## config.mk

```make
export PLATFORM = sky130hd
export DESIGN_NAME = mux4_1_rr_pkt
export DESIGN_NICKNAME = d
export VERILOG_FILES = /design/src/rtl/mux4_1_rr_pkt.sv
export SDC_FILE = /design/constraint.sdc
export NUM_CORES = 1
export LEC_CHECK = 0
export CAP_MARGIN = 40
export CORE_MARGIN = 10
export CORE_UTILIZATION = 42
export CTS_BUF_LIST = sky130_fd_sc_hd__clkbuf_8
export CTS_CLUSTER_DIAMETER = 60
export DETAILED_ROUTE_END_ITERATION = 8
export PLACE_DENSITY = 0.83
export SLEW_MARGIN = 20
export SYNTH_ARGS = -nofsm -noshare
export SYNTH_HDL_FRONTEND = slang
export SYNTH_SLANG_ARGS = --single-unit
```

## constraint.sdc

```tcl
create_clock -name clk -period 3 [get_ports clk]
set_input_delay 0.6 -clock clk [delete_from_list [all_inputs] [get_ports clk]]
set_output_delay 0.6 -clock clk [all_outputs]
set_load 0.005 [all_outputs]
```

## src/rtl/mux4_1_rr_pkt.sv

```systemverilog
// Four-lane to one-lane packet mux with packet-granular round-robin arbitration.
// The output beat is registered together with a 2-bit lane code {S2,S1} for the downstream 1:4 demux.
module mux4_1_rr_pkt #(
    parameter int unsigned DW = 8
) (
    input  logic          clk,
    input  logic          rst,
    input  logic [3:0]    in_valid,
    input  logic [3:0]    in_last,
    input  logic [DW-1:0] in_data0,
    input  logic [DW-1:0] in_data1,
    input  logic [DW-1:0] in_data2,
    input  logic [DW-1:0] in_data3,
    output logic [3:0]    in_ready,
    output logic          out_valid,
    output logic [DW-1:0] out_data,
    output logic          out_last,
    output logic          S2,
    output logic          S1,
    input  logic          out_ready
);

    localparam int unsigned NL = 4;
    localparam int unsigned LW = 2;

    typedef enum logic {IDLE, LOCKED} state_t;

    state_t          state_q, state_d;
    logic [LW-1:0]   ptr_q, ptr_d;
    logic [LW-1:0]   lk_q, lk_d;
    logic            out_valid_q, out_valid_d;
    logic [DW-1:0]   out_data_q, out_data_d;
    logic            out_last_q, out_last_d;
    logic [LW-1:0]   code_q, code_d;

    logic            load_ok;
    logic            grant_vld;
    logic [LW-1:0]   grant;
    logic [LW-1:0]   idx;
    logic [LW-1:0]   sel;
    logic            sel_last;
    logic [DW-1:0]   sel_data;
    logic            xfer;

    assign load_ok = !out_valid_q || out_ready;

    // Round-robin search: scan from the highest offset down so the lowest offset from ptr wins.
    always_comb begin
        grant_vld = 1'b0;
        grant     = ptr_q;
        idx       = ptr_q;
        for (int k = NL - 1; k >= 0; k--) begin
            idx = ptr_q + LW'(k);
            if (in_valid[idx]) begin
                grant_vld = 1'b1;
                grant     = idx;
            end
        end
    end

    assign sel      = (state_q == LOCKED) ? lk_q : grant;
    assign sel_last = in_last[sel];

    always_comb begin
        sel_data = in_data0;
        case (sel)
            2'd0:    sel_data = in_data0;
            2'd1:    sel_data = in_data1;
            2'd2:    sel_data = in_data2;
            default: sel_data = in_data3;
        endcase
    end

    // State register.
    always_ff @(posedge clk) begin
        if (rst) begin
            state_q <= IDLE;
            ptr_q   <= '0;
            lk_q    <= '0;
        end else begin
            state_q <= state_d;
            ptr_q   <= ptr_d;
            lk_q    <= lk_d;
        end
    end

    // Next-state logic: a transferred last beat releases the lane and advances the pointer.
    always_comb begin
        state_d = state_q;
        ptr_d   = ptr_q;
        lk_d    = lk_q;
        if (xfer) begin
            if (sel_last) begin
                state_d = IDLE;
                ptr_d   = sel + LW'(1);
            end else begin
                state_d = LOCKED;
                lk_d    = sel;
            end
        end
    end

    // Output logic: at most one ready bit, and none while held off or in reset.
    always_comb begin
        in_ready = '0;
        if (!rst) begin
            case (state_q)
                IDLE:    if (load_ok && grant_vld) in_ready[grant] = 1'b1;
                default: in_ready[lk_q] = load_ok;
            endcase
        end
    end

    assign xfer = |(in_valid & in_ready);

    // Single-entry output register; payload keeps its last value when draining.
    always_comb begin
        out_valid_d = out_valid_q;
        out_data_d  = out_data_q;
        out_last_d  = out_last_q;
        code_d      = code_q;
        if (xfer) begin
            out_valid_d = 1'b1;
            out_data_d  = sel_data;
            out_last_d  = sel_last;
            code_d      = sel;
        end else if (out_ready) begin
            out_valid_d = 1'b0;
        end
    end

    always_ff @(posedge clk) begin
        if (rst) begin
            out_valid_q <= 1'b0;
            out_data_q  <= '0;
            out_last_q  <= 1'b0;
            code_q      <= '0;
        end else begin
            out_valid_q <= out_valid_d;
            out_data_q  <= out_data_d;
            out_last_q  <= out_last_d;
            code_q      <= code_d;
        end
    end

    assign out_valid = out_valid_q;
    assign out_data  = out_data_q;
    assign out_last  = out_last_q;
    assign S2        = code_q[1];
    assign S1        = code_q[0];

endmodule
```

; After elaboration in Yosys (flattened, before gate mapping)
; Cells that the tools add are included.
[classes]
n_addsub = 4
multipliers = 0
n_div = 0
magnitude_cmp = 9
n_eq_ne = 2
n_shift = 0
mux = 30
bitwise = 3
reduce_logical = 10
[ops]
columns = cell, n
row1 = one-hot mux 8 bit (3 select lines), 1
row2 = "< comparator 2 x 3 -> 1 bit, second input constant", 7
row3 = two-way mux 1 bit, 14
row4 = two-way mux 4 bit, 3
row5 = binary-select mux 1 bit (select 2 bit), 5
row6 = two-way mux 2 bit, 5
row7 = AND 4 bit, 2
row8 = "adder 2 x 1 -> 2 bit, second input constant", 2
row9 = "adder 2 bit, second input constant", 2
row10 = demux 1 bit (select 2 bit), 2
row11 = "greater-or-equal comparator 2 x 1 -> 1 bit, second input constant", 2
row12 = AND reduction 2 bit, 2
row13 = OR reduction 4 bit, 1
row14 = logical AND 1 bit, 3
row15 = "equality test 2 x 1 -> 1 bit, second input constant", 1
row16 = "equality test 2 bit, second input constant", 1
row17 = zero test 2 bit, 1
row18 = nonzero test 2 bit, 1
row19 = zero test 1 bit, 1
row20 = logical OR 1 bit, 1
row21 = NOT 1 bit, 1
[word_totals]
reg_bits = 17
latchBits = 0
ram_bits = 0
rom_bits = 0
in_bits = 43
output_inout_bits = 16
elab_cells = 65
memories = 0

; Logic depth before layout (Yosys ltp)
[depth]
ltp_word = 17
mapped_depth = 11
ltp_nobuf = 10

; Least setup slack after synthesis
; OpenSTA, ideal clock, no wires.
[synth_path]
kind = input to register
startpoint = in in_valid[3]
endpoint = reg ptr_q[1]
setup_time_ns = 0.121
t_arrival_ns = 2.425
required_time_ns = 2.879
path_slack_ns = 0.453
path_stages = 7
path_buffers = 0
path_cell_list = or2_1 a21o_1 a311o_1 a2111oi_4 a22oi_2 a21o_1 mux2_4
[synth_via]
elab_chain_cells = 16
word_cells_on_any_way = 32
classes_between = add/sub: 1 / order compare: 2 / mux: 24 / bitwise: 1 / reduce/logical: 4
[synth_rtl]
columns = element, line
row1 = "start, declared", 8  ; input logic [3:0] in_valid,
row2 = binary-select mux 1 bit (select 2 bit), 54  ; if (in_valid[idx]) begin
row3 = two-way mux 1 bit (not written as such), 54
row4 = two-way mux 2 bit (4 in series), 54
row5 = < comparator 2 x 3 -> 1 bit (not written as such) or greater-or-equal comparator 2 x 1 -> 1 bit (tied branches), 108  ; IDLE: if (load_ok && grant_vld) in_ready[grant] = 1'b1;
row6 = logical AND 1 bit (not written as such), 108
row7 = two-way mux 1 bit (not written as such), 108
row8 = demux 1 bit (select 2 bit), 108
row9 = two-way mux 4 bit (*), 108
row10 = two-way mux 4 bit (*), 107  ; case (state_q)
row11 = two-way mux 4 bit (*), 106  ; if (!rst) begin
row12 = named net in_ready[0], 14  ; output logic [3:0] in_ready,
row13 = AND 4 bit (*), 114  ; assign xfer = |(in_valid & in_ready);
row14 = OR reduction 4 bit (*), 114
row15 = AND reduction 2 bit (no line) (*), -
row16 = "end signal, assigned", 82  ; ptr_q <= ptr_d;
row17 = "end, declared", 29  ; logic [LW-1:0] ptr_q, ptr_d;
; The timed path passes the listed nets; every way through them passes the cells marked *. The select of a mux whose other input is x is not followed.
; A chain may end at the register's enable or synchronous reset.

; Final worst setup path
[layout_path]
startpoint = in in_valid[1]
endpoint = out in_ready[0]
[layout_via]
elab_chain_cells = 13
word_cells_on_any_way = 25
classes_between = order compare: 2 / mux: 21 / reduce/logical: 2
[layout_rtl]
columns = element, line
row1 = binary-select mux 1 bit (select 2 bit), 54
row2 = two-way mux 1 bit (not written as such), 54
row3 = two-way mux 2 bit (4 in series), 54
row4 = < comparator 2 x 3 -> 1 bit (not written as such) or greater-or-equal comparator 2 x 1 -> 1 bit (tied branches), 108
row5 = logical AND 1 bit (not written as such), 108
row6 = two-way mux 1 bit (not written as such), 108
row7 = demux 1 bit (select 2 bit), 108
row8 = two-way mux 4 bit (*), 108
row9 = two-way mux 4 bit (*), 107
row10 = two-way mux 4 bit (*), 106
row11 = "end, declared", 14
; Every way passes the cells marked *; elsewhere a longest branch is shown, timed or not. The select of a mux whose other input is x is not followed.

==> out/metrics.yaml <==
multi_input_area_um2: 827
cts-htree-levels: 1
nFillCells: 204
fin_util_pct: 74.2
power.density_nw_per_um2: 696
initial_utilization_pct: 43.7
fin_crit_ns: 2.94
synth_area_um2: 1200
grt_pass1_wl_um: 7560
fin_hold_ws_ns: 0.469
drt_pass1_iterations: 5
r2r-start: "ptr_q[1]"
synth_warnings: 0
cellLeakagePower_uw: 0.000832
rows: 19
combPwrFrac_pct: 62.4
hold_start: "out_data[6]"
layout_common_cells: "clkdlybuf4s50_1, buf_4, dfxtp_1"
drv_cap: 0
critPathRequiredTime_ns: 2.40
grt_usage_pct: 16.8
ys_seq_area_share_pct: 28.2
pin_count: 59
report.power.total_uw: 1430
cts.root.buffer_cell: "clkbuf_8"
worstSetupPathType: "input port to output port"
die_area_um2: 5410
cp.arrival_ns: 2.34
setup_viol_count_final: 0
skew_ns: 0.00141
pwr-share-clk_pct: 11.8
final_common_cell: "clkdlybuf4s50_1"
post-dp-hpwl_um: 3610
syn_area_per_cell_um2: 7.82
core_area_um2: 2760
regArea_um2: 340
synth-edff-count: 0
layout-area-overhead-vs-synth_pct: 69.9
power.switching_uw: 554
grt_max_degree: 17
place.gp.congestion: 0.838
slew_headroom_pct: 72.1
ant_nets: 0
wirelength_um: 4680
fin_crit_sh_pct: 97.9
setup_tns_ns: 0
n_antenna_cell: 0
holdPathStages: 2
clkLatencyLatePin_ns: 0.25
ys_seq_elements: 17
nets: 278
setup_ws_ns: 0.0616
via_per_inst: 5.93
port_buffers: 58
crit_fanout: 2
seq_power_share_pct: 25.8
critPathCaptureType: "output port"
tritoncts: "built"
swShare_pct: 38.9
synth_cells: 154
internal_power_uw: 871
vias: 1548
grt_pass1_vias: 1512
hp-class: "flop to flop"
status: "finished, final reports clean"
holdBufCountCts: 0
reg2reg_to: "ptr_q[1]"
holdPathEnd: "out_data[6]"
async_flop_share_pct: 0
slew_violations: 0
startpoint: "in_valid[1]"
start_kind: "input port"
drc: 0
peakVddDrop_mv: 0.583
worst_pin_slew_ns: 0.419
drive_gt1_share_pct: 19.6
pre_cts_ws_ns: -0.448
max_clock_freq_ghz: 0.340
drt_iter0_markers: 160
antenna_found_initial: 0
clock_sinks: 17
die_h_um: 73.6
worstRegToRegCells: 10
syn_nets: 201
numCtsBuffers: 3
clockBufferDepth: 2
grt_overflow: 0
clk_pin_slew_ns: 0.06
rrSetupSlack_ns: 0.44
dieWidth_um: 73.6
synthDistinctLibCells: 41
hold_viol: 0
wl_per_cell_um: 17.9
synth_top_flop_cell: "dfxtp_1"
==> flip-flops by register name (all words and copies together), names as in the netlist <==
name,cells
code_q,2
lk_q,2
out_data,8
out_last,1
out_valid,1
ptr_q,2
state_q,1
==> worst max-delay path by stage <==
stage	to	cells past startpoint	slack, ns
floorplan	ptr_q[1]	7	0.45
global placement	in_ready[0]	6	-0.36
detailed placement	in_ready[0]	6	-0.45
CTS	in_ready[1]	6	0.01
global route	in_ready[0]	7	-0.002
finish	in_ready[0]	7	0.06
==> cell usage after synthesis, types with 2 or more instances <==
library cell	n	area share (%)
dfxtp_1	17	28
o21ai_0	15	6.2
nand2_1	14	4.4
a21oi_1	13	5.4
nand3_1	11	4.6
a222oi_1	8	6.6
clkbuf_1	5	1.6
inv_1	5	1.6
mux2i_1	5	4.2
nor2b_1	5	2.6
nor3_1	5	2.1
o21ai_1	5	2.1
ha_1	4	4.2
nor2_1	4	1.2
buf_1	3	0.93
buf_2	3	1.2
nand2b_1	3	1.6
a21o_1	2	1.2
a31o_2	2	1.5
and2_1	2	1.0
nor4_1	2	1.0
nor4b_1	2	1.5
==> logic make-up (layout without fill, tap and decap cells) <==
group / after synthesis / in the layout / synth area share [%]
AO/OA/AOI/OAI: 55 / 55 / 32.2
multiplexers: 7 / 7 / 6.33
flip-flops: 17 / 17 / 28.2
buffers and inverters: 17 / 93 / 5.61
adder cells (fa/ha/maj): 4 / 4 / 4.15
AND/OR/NAND/NOR: 54 / 54 / 23.5
==> what timing repair did <==
action,CTS,global route
gates resized for setup,17,5
setup endpoints to repair,11,4
pin swaps,3,5
endpoints found under the hold margin,0,0
buffers inserted,1,2
==> routing by layer <==
metal / track usage, % / vias to the layer above / wire [um]
met5: 0 / - / 0
met4: 5.59 / 0 / 62
met3: 2.69 / 9 / 354
met2: 28.3 / 86 / 2350
met1: 20.9 / 714 / 1920
li1: - / 739 / -
==> area by class of cell <==
cell class                      count  area share, %
Multi-Input combinational cell    120           40.4
Timing Repair Buffer               83           37.8
Sequential cell                    17           16.6
Clock buffer                        3           2.02
Tap cell                           31           1.89
Inverter                            6           1.10
Clock inverter                      1          0.183
==> per-stage QoR <==
stage	instances	area, um^2
after detailed placement	254	1960
after global routing	261	2050
after floorplan	154	1200
final	261	2050
after CTS	259	2030
after global placement	254	1960
==> power groups by stage <==
stage | registers (uW) | logic, uW | clock network (uW)
detailed placement | 368 | 845 | 0
floorplan | 351 | 470 | 0
CTS | 365 | 863 | 168
global placement | 365 | 824 | 0
global route | 377 | 971 | 180
finish | 368 | 889 | 169
==> critical path: stages <==
cell,delay (ns)
dlygate4sd2_1,0.25
or2_1,0.25
a21o_1,0.18
a311o_1,0.38
buf_4,0.15
a2111oi_4,0.35
buf_2,0.17
No activity file was read; power rests on OpenSTA's default activity.
==> patch (config.mk and constraints unchanged) <==
`out_data_q` no longer has a reset.
--- a/src/rtl/mux4_1_rr_pkt.sv
+++ b/src/rtl/mux4_1_rr_pkt.sv
@@ -132,15 +132,17 @@
     always_ff @(posedge clk) begin
         if (rst) begin
             out_valid_q <= 1'b0;
-            out_data_q  <= '0;
             out_last_q  <= 1'b0;
             code_q      <= '0;
         end else begin
             out_valid_q <= out_valid_d;
-            out_data_q  <= out_data_d;
             out_last_q  <= out_last_d;
             code_q      <= code_d;
         end
+    end
+
+    always_ff @(posedge clk) begin
+        out_data_q <= out_data_d;
     end
 
     assign out_valid = out_valid_q;
Function: differs if rst is asserted again (counterexample within 4 cycles, from zero or initial values and one cycle with rst high); with rst held inactive, the same outputs for 10 cycles.
==> patch against the unedited design <==
- sequential cell count is the same
- synthesized area grew 2.2%
- final area increased by 4.3%
- routed wire length fell by 7.7%
- worst setup slack gained 0.025 ns
- worst hold slack improved by 0.015 ns
- count of clock-buffer cells in the layout is the same
- synthesized cell count decreased by 20%
- clock skew increased by 0.0018 ns
- total power grew 15%
- largest power group unchanged
==> patch: results (changes against the unedited design) <==
- The distinct cell type count after synthesis is 42 (+2.4%).
- The synthesis warning total is 0 (unchanged).
- The final-layout fill cell count is 208 (+2.0%).
- The first-pass GRT wire length came to 7.00 mm (-7.3%).
- The cell at the root of the clock tree is clkbuf_8.
- The most instantiated flip-flop cell in the synthesis netlist is dfxtp_1.
- The total of endpoints with negative setup slack in the final report is 0 (unchanged).
- The number of enable-type register cells in the synthesized netlist is 8 (+8).
- The final weighted congestion in routability-driven placement is 0.898 (+7.1%).
- The final net count is 257 (-7.6%).
- The number of flip-flops in the largest register is 8 (unchanged).
- The total half-perimeter wirelength after legalization and detailed placement came to 3.53 mm (-2.4%).
- The depth of the CTS H-tree is 1 (unchanged).
- The routed via count is 1278 (-17%).
- The number of antenna cells inserted is 0 (unchanged).
- The wire length per cell was 18.0 um (+0.39%).
- The number of buffers on the longest clock path is 2 (unchanged).
- The slew of the pin with the lowest slew margin came to 0.478 ns (+0.0596 ns).
- The pin count of the biggest net entering global routing is 10 (-7).
- The register area share after synthesis came to 34.1% (+5.9 points).
- The final setup skew is 0.00326 ns (+0.00185 ns).
- The number of nets produced by synthesis is 170 (-15%).
- The count of input and output buffers was 58 (unchanged).
- The insertion delay of the later-clocked pin in the worst-skew pair is 0.25 ns (about the same).
- The global-route usage over all layers is 15.7% (-1.1 points).
- The number of violations reported at the end of detailed-routing iteration 0 came to 61 (-62%).
- The clock edge transition at the registers on the reported setup and hold paths came to 0.06 ns (about the same).
- The detailed-router iteration count before antenna repair is 4 (-1).
- The worst min-delay path class is flip-flop to flip-flop.
- The instance area at placement is 2030 um^2 (+3.8%).
- The biggest fanout along the worst timing path came to 6 (+4).
- The leakage dissipation is 0.000927 uW (+11%).
- The largest voltage drop on the vdd net was 607 uV (+4.2%).
- The share of final-layout standard cells stronger than drive strength 1 came to 24.9% (+5.3 points).
- The pre-CTS worst setup slack came to -0.421 ns (+0.0275 ns).
- The signal arrival time at the worst endpoint came to 2.31 ns (-0.03 ns).
- The number of antenna violations at the first check in global routing is 0 (unchanged).
- The async set-reset flop share out of synthesis is 0% (unchanged).
- The flow ran to the end, and the final reports show no timing, DRC or antenna violations.
- The number of clock buffers inserted by TritonCTS came to 3 (unchanged).
- By area the synthesized netlist is led by edfxtp_1 (20%), dfxtp_1 (15%), mux2i_1 (11%).
- In the synthesized netlist, the cells that appear most often are inv_1 (17), mux2i_1 (13), dfxtp_1 (9), a222oi_1 (8), edfxtp_1 (8).
- The number of global-route vias before repair is 1406 (-7.0%).
patch: routing by layer:
layer / GRT usage, % / wire [um]
met1: 17.3 / 1760
met2: 28.9 / 2160
met3: 4.92 / 397
met4: 2.48 / 9
met5: 0 / 0
patch: timing repair:
item,in CTS,in global routing
gates cloned,0,0
resized for setup,12,7
setup buffers,2,2
pin swaps,6,3
setup endpoints to repair,4,3
patch: cell families after synthesis:
family | synth area share [%]
and+or+nand+nor | 15.2
DFF | 34.1
adders and majority gates | 4.07
muxes | 12.7
AOI/OAI and AO/OA | 27.0
buffers and inverters | 6.81
patch: final timing paths:
path / start / endpoint / slack, ns / cells after the start
worst max register to register: ptr_q[1] / code_q[0] / 0.45 / 10
worst min-delay path: code_q[1] / code_q[1] / 0.48 / 2
worst max-delay path: in_valid[0] / in_ready[3] / 0.09 / 8
worst min register to register: code_q[1] / code_q[1] / 0.48 / 2
patch: layout make-up:
class	instances	area (um^2)	share of cell area [%]
Timing Repair Buffer	87	801	37.5
Multi-Input combinational cell	84	767	35.9
Sequential cell	17	420	19.7
Inverter	17	63.8	2.99
Clock buffer	3	41.3	1.93
Tap cell	31	38.8	1.82
Clock inverter	1	3.75	0.176
patch: power breakdown:
part	switching [uW]	internal, uW	total, uW
Sequential	53.2	365	418
Clock	75.9	90.6	166
Combinational	465	594	1060
Total	594	1050	1640
patch: worst max-delay path, stage by stage:
cell and delay (ns):
dlygate4sd2_1 0.28, buf_4 0.15, a2111oi_4 0.39, buf_4 0.18, nor3_2 0.05, or3_4 0.39
inv_1 0.05, dlygate4sd2_1 0.22
patch: through the flow:
| step | power (uW) | utilization [%] | setup TNS (ns) | std cells |
|---|---|---|---|---|
| 6_report | 1640 | 76.8 | 0 | 240 |
| 5_1_grt | 1760 | 76.8 | 0 | 240 |
| 4_1_cts | 1630 | 75.5 | -0.0939 | 238 |
| 3_5_place_dp | 1440 | 73.0 | -5.99 | 232 |
| 3_3_place_gp | 1400 | 73.0 | -3.74 | 232 |
| 2_1_floorplan | 947 | - | 0 | 123 |
